File: src/rtl/mt9p031_frame_check.sv
// Receiver-side frame checker for the mt9p031 parallel sensor interface.
// Measures per-frame line width/count against expected geometry and sums pixels.
module mt9p031_frame_check #(
  parameter int DATA_WIDTH = 10,
  parameter int CNT_WIDTH  = 16,
  parameter int SUM_WIDTH  = 32
) (
  input  logic                  clk_pix,
  input  logic                  reset,
  input  logic                  i_fval,
  input  logic                  i_lval,
  input  logic [DATA_WIDTH-1:0] iv_pix_data,
  input  logic [CNT_WIDTH-1:0]  iv_exp_width,
  input  logic [CNT_WIDTH-1:0]  iv_exp_height,
  output logic                  o_frame_done,
  output logic [CNT_WIDTH-1:0]  ov_last_width,
  output logic [CNT_WIDTH-1:0]  ov_last_height,
  output logic [SUM_WIDTH-1:0]  ov_checksum,
  output logic                  o_width_err,
  output logic                  o_height_err,
  output logic                  o_lval_out_err,
  output logic [15:0]           ov_frame_cnt,
  output logic [15:0]           ov_err_frame_cnt
);

  typedef enum logic [1:0] {SYNC, IDLE, FRAME, DONE} state_t;

  state_t                 state_q;
  logic                   f1_q, f2_q, l1_q, pv2_q, primed_q, pend_q;
  logic [DATA_WIDTH-1:0]  d1_q;
  logic [CNT_WIDTH-1:0]   exp_w_q, exp_h_q, w_q, lines_q, lw_q;
  logic [SUM_WIDTH-1:0]   sum_q;
  logic                   werr_q;
  logic                   done_q, owerr_q, oherr_q, lerr_q;
  logic [CNT_WIDTH-1:0]   last_w_q, last_h_q;
  logic [SUM_WIDTH-1:0]   cks_q;
  logic [15:0]            fcnt_q, ecnt_q;

  logic                   pv, f_rise, f_fall, line_end, herr_d;
  logic [CNT_WIDTH-1:0]   w_inc_d, lines_inc_d;
  logic [SUM_WIDTH-1:0]   pix_ext_d;

  always_comb begin
    pv          = f1_q & l1_q;
    f_rise      = f1_q & ~f2_q;
    f_fall      = ~f1_q & f2_q;
    line_end    = pv2_q & ~pv;
    w_inc_d     = (w_q == '1) ? w_q : w_q + 1'b1;
    lines_inc_d = (lines_q == '1) ? lines_q : lines_q + 1'b1;
    pix_ext_d   = SUM_WIDTH'(d1_q);
    herr_d      = (lines_q != exp_h_q);
  end

  always_ff @(posedge clk_pix or posedge reset) begin
    if (reset) begin
      state_q  <= SYNC;
      f1_q     <= 1'b0;
      f2_q     <= 1'b0;
      l1_q     <= 1'b0;
      d1_q     <= '0;
      pv2_q    <= 1'b0;
      primed_q <= 1'b0;
      pend_q   <= 1'b0;
      exp_w_q  <= '0;
      exp_h_q  <= '0;
      w_q      <= '0;
      lines_q  <= '0;
      lw_q     <= '0;
      sum_q    <= '0;
      werr_q   <= 1'b0;
      done_q   <= 1'b0;
      last_w_q <= '0;
      last_h_q <= '0;
      cks_q    <= '0;
      owerr_q  <= 1'b0;
      oherr_q  <= 1'b0;
      lerr_q   <= 1'b0;
      fcnt_q   <= '0;
      ecnt_q   <= '0;
    end else begin
      f1_q     <= i_fval;
      f2_q     <= f1_q;
      l1_q     <= i_lval;
      d1_q     <= iv_pix_data;
      pv2_q    <= pv;
      primed_q <= 1'b1;
      done_q   <= 1'b0;
      if (state_q != SYNC && l1_q && !f1_q) lerr_q <= 1'b1;
      case (state_q)
        // f1 only reflects the real input once one edge has passed since reset
        SYNC: if (primed_q && !f1_q) state_q <= IDLE;
        IDLE: if (f_rise || pend_q) begin
          exp_w_q <= iv_exp_width;
          exp_h_q <= iv_exp_height;
          w_q     <= CNT_WIDTH'(pv);
          sum_q   <= pv ? pix_ext_d : '0;
          lines_q <= '0;
          lw_q    <= '0;
          werr_q  <= 1'b0;
          pend_q  <= 1'b0;
          state_q <= FRAME;
        end
        FRAME: begin
          if (pv) begin
            w_q   <= w_inc_d;
            sum_q <= sum_q + pix_ext_d;
          end
          if (line_end) begin
            lines_q <= lines_inc_d;
            lw_q    <= w_q;
            w_q     <= '0;
            if (w_q != exp_w_q) werr_q <= 1'b1;
          end
          if (f_fall) state_q <= DONE;
        end
        DONE: begin
          last_w_q <= lw_q;
          last_h_q <= lines_q;
          cks_q    <= sum_q;
          owerr_q  <= werr_q;
          oherr_q  <= herr_d;
          done_q   <= 1'b1;
          fcnt_q   <= fcnt_q + 16'd1;
          if ((werr_q || herr_d) && ecnt_q != 16'hFFFF) ecnt_q <= ecnt_q + 16'd1;
          // a one-cycle fval gap puts the next rising edge here; replay it from IDLE
          if (f_rise) pend_q <= 1'b1;
          state_q <= IDLE;
        end
        default: state_q <= SYNC;
      endcase
    end
  end

  assign o_frame_done     = done_q;
  assign ov_last_width    = last_w_q;
  assign ov_last_height   = last_h_q;
  assign ov_checksum      = cks_q;
  assign o_width_err      = owerr_q;
  assign o_height_err     = oherr_q;
  assign o_lval_out_err   = lerr_q;
  assign ov_frame_cnt     = fcnt_q;
  assign ov_err_frame_cnt = ecnt_q;

endmodule

File: config.mk
export PLATFORM = sky130hd
export DESIGN_NAME = mt9p031_frame_check
export DESIGN_NICKNAME = d
export VERILOG_FILES = /design/src/rtl/mt9p031_frame_check.sv
export SDC_FILE = /design/constraint.sdc
export NUM_CORES = 1
export LEC_CHECK = 0
export ABC_AREA = 1
export CORE_MARGIN = 8
export CORE_UTILIZATION = 36
export CTS_CLUSTER_SIZE = 40
export DETAILED_ROUTE_END_ITERATION = 8
export GPL_ROUTABILITY_DRIVEN = 1
export PLACE_DENSITY_LB_ADDON = 0.1
export RECOVER_POWER = 50
export SLEW_MARGIN = 20
export SYNTH_ARGS = -nofsm -noshare
export SYNTH_HDL_FRONTEND = slang
export SYNTH_SLANG_ARGS = --single-unit
File: constraint.sdc
create_clock -name clk_pix -period 19 [get_ports clk_pix]
set_input_delay 3.8 -clock clk_pix [delete_from_list [all_inputs] [get_ports clk_pix]]
set_output_delay 3.8 -clock clk_pix [all_outputs]
set_load 0.02 [all_outputs]
==> flow_metrics.tcl <==
set metrics [dict create \
    vias 9619 \
    max_freq_ghz 0.132 \
    synth_top_family_by_area "simple AND/OR/NAND/NOR gates" \
    placed_cell_area_mm2 0.0134 \
    grt_pass1_wl_um 51000 \
    grt_max_degree 108 \
    status "finished with violations" \
    synth_top_area_cell "dfrtp_1" \
    final_cells 1993 \
    initial_utilization 0.366 \
    grt_remaining_overflow 0 \
    setup_viol 0 \
    viasPerCell 4.83 \
    clockBufferDepth 3 \
    syn_to_final_growth_pct 21.8 \
    dpl.hpwl_um 21600 \
    finClkSkew_ps 17.3 \
    synth_area_leaders "dfrtp_1 (50%), nand2_1 (14%), nor2_1 (4.4%)" \
    synthMuxAreaShare 0 \
    syn_avg_cell_area_um2 8.05 \
    fp.dieH_um 195 \
    setup_slack_ps 11400 \
    dieArea_mm2 0.0382 \
    path_cells "dlygate4sd3_1 -> clkinvlp_2 -> buf_4" \
    nNetsFinal 1638 \
    period_share 0.400 \
    seqCellArea_mm2 0.00578 \
    postCtsSetupBuffers 0 \
    root_buffer "clkbuf_16" \
    num_io_pins 146 \
    ys_seq_area_frac 0.499 \
    cp-end-kind "asynchronous set/reset pin" \
    cp.required_ps 19560 \
    dp_cells 1945 \
    clock-sinks 231 \
    critPathLaunchType "input pin" \
    final_cell_mix "nand2_1 (450), dfrtp_1 (231), nor2_1 (143), inv_1 (136), o21ai_0 (109)" \
    critPathTopFamily "buffers and inverters" \
    layout-drive-gt1-share 0.0471 \
    path_class "in -> async" \
    drc_errors 0 \
    hold_viol_final 0 \
    yosys_register_bits 231 \
    dp_slack_ps 13160 \
    htree_levels 1 \
    ant_nets 0 \
    cts_tree "done" \
    grt_pass1_vias 9690 \
    crit_fanout 107 \
    die_width_um 195 \
    drt-pass1-iter-count 7 \
    final_cell_area_mm2 0.0141 \
    ctsHoldBuffers 0 \
    critPathBufInv 3 \
    fill_cells 3216 \
    track_usage 0.159 \
    maxSlewHeadroom -2.30 \
    wl_um 30600 \
    cts.clk_slew.worst_paths_ps 60 \
    powerDensity_mw_per_mm2 127 \
    tns_ps 0 \
    final_max_slew_viol_count 303 \
    cts_resized 0 \
    synth_cell_type_count 52 \
    layout_commonest_cell "nand2_1" \
    rsz0062_at_grt "false" \
    core_mm2 0.0316 \
    hold_ws_ps 475 \
    synth_warnings 0 \
    gp_congestion 0.865 \
    drt-initial-drc-count 555 \
    power.total_mw 1.79 \
    synth_top_area_frac 0.499 \
    post-route-util 0.446 \
    synth-xor-area-share 0.0423 \
    peakVddDrop_mv 0.0638 \
    multiInputGateArea_mm2 0.00491 \
    cp_slowest_cell "clkinvlp_2" \
    wl_per_cell_um 15.3 \
    synthCells 1440 \
    cap_violations 5 \
    rows 65 \
    finalCriticalPeriod_ps 7600 \
    syn-num-nets 1506 \
    synth_area_mm2 0.0116 \
    synthAdderAreaFrac 0.0222 \
    synth_compound_area_frac 0.0831 \
    leakage_nw 6.49 \
    cpPeakStageDelay_ps 2650 \
    synthSimpleGateAreaFrac 0.284 \
    failed_checks "max-capacitance violations, max-slew violations" \
    hp-class "reg -> reg" \
    io_buffers 145 \
    crit_arrival_ps 8160 \
    grt_antenna_before_repair 1 \
    numCtsBuffers 27 \
    worstMarginPinSlew_ps 4950 \
    antennaDiodeCount 0 \
    clock_latency_ps 530 \
]
power breakdown:
| part | switching [mW] | internal [mW] | total [mW] |
|---|---|---|---|
| registers | 0.0729 | 0.586 | 0.659 |
| logic | 0.419 | 0.201 | 0.620 |
| clock network | 0.207 | 0.307 | 0.514 |
| total | 0.698 | 1.09 | 1.79 |
synth_stat cells, drive strengths merged:
cell / n
nand2: 457
dfrtp: 231
inv: 147
nor2: 146
o21ai: 112
nand3: 81
nand4: 38
xor2: 38
a21oi: 34
nor3: 30
clkbuf: 26
buf: 22
ha: 19
xnor2: 18
o22ai: 14
a22oi: 4
nand3b: 4
nor3b: 3
o21bai: 3
a21boi: 2
a21o: 1
a31oi: 1
and2: 1
and3: 1
clkinv: 1
conb: 1
fa: 1
nor4: 1
o211ai: 1
o21a: 1
o31ai: 1
area by class of cell:
type | count | area share
clock buffers | 37 | 0.0540
inverters | 148 | 0.0399
multi-input cells | 1013 | 0.348
well taps | 402 | 0.0356
repair buffers | 151 | 0.105
clock inverters | 11 | 0.00806
flip-flops and latches | 231 | 0.409
path summary, 6_finish.rpt:
check                                    start               to  slack [ps]  depth (start not counted)
worst max-delay path                     reset  ov_frame_cnt[9]       11400                          3
worst min register to register  ov_checksum[6]   ov_checksum[6]         480                          2
worst max register to register      state_q[0]     o_height_err       13170                          6
max in group clk_pix                state_q[0]     o_height_err       13170                          6
worst min-delay path            ov_checksum[6]   ov_checksum[6]         480                          2
min in group asynchronous                reset  ov_frame_cnt[4]        5170                          2
cell families after synthesis:
family,after synthesis
DFF,231
AOI/OAI and AO/OA,174
xor gates and xnor gates,56
and+or+nand+nor,762
adders and majority gates,20
other,1
buffers and inverters,196
sequential cells by signal (all words and copies together), names as in the netlist, 2 cells and up:
signal            count
w_q                  16
ov_checksum          32
ov_err_frame_cnt     16
exp_h_q              16
sum_q                32
state_q               2
ov_frame_cnt         16
ov_last_height       16
ov_last_width        16
lines_q              16
d1_q                 10
exp_w_q              16
lw_q                 16
per-layer routing:
layer / global-route usage / up-vias / routed length (um)
li1: - / 4863 / -
met1: 0.216 / 4542 / 14600
met2: 0.262 / 183 / 13900
met3: 0.0318 / 31 / 1690
met4: 0.0314 / 0 / 416
met5: 0 / - / 0
tightest hold or removal path: cells and delay by family, from the launching register on:
| family | cells | cell delay, ps |
|---|---|---|
| DFF | 1 | 340 |
| and+or+nand+nor | 2 | 110 |
Power figures use the tool's default switching activity.
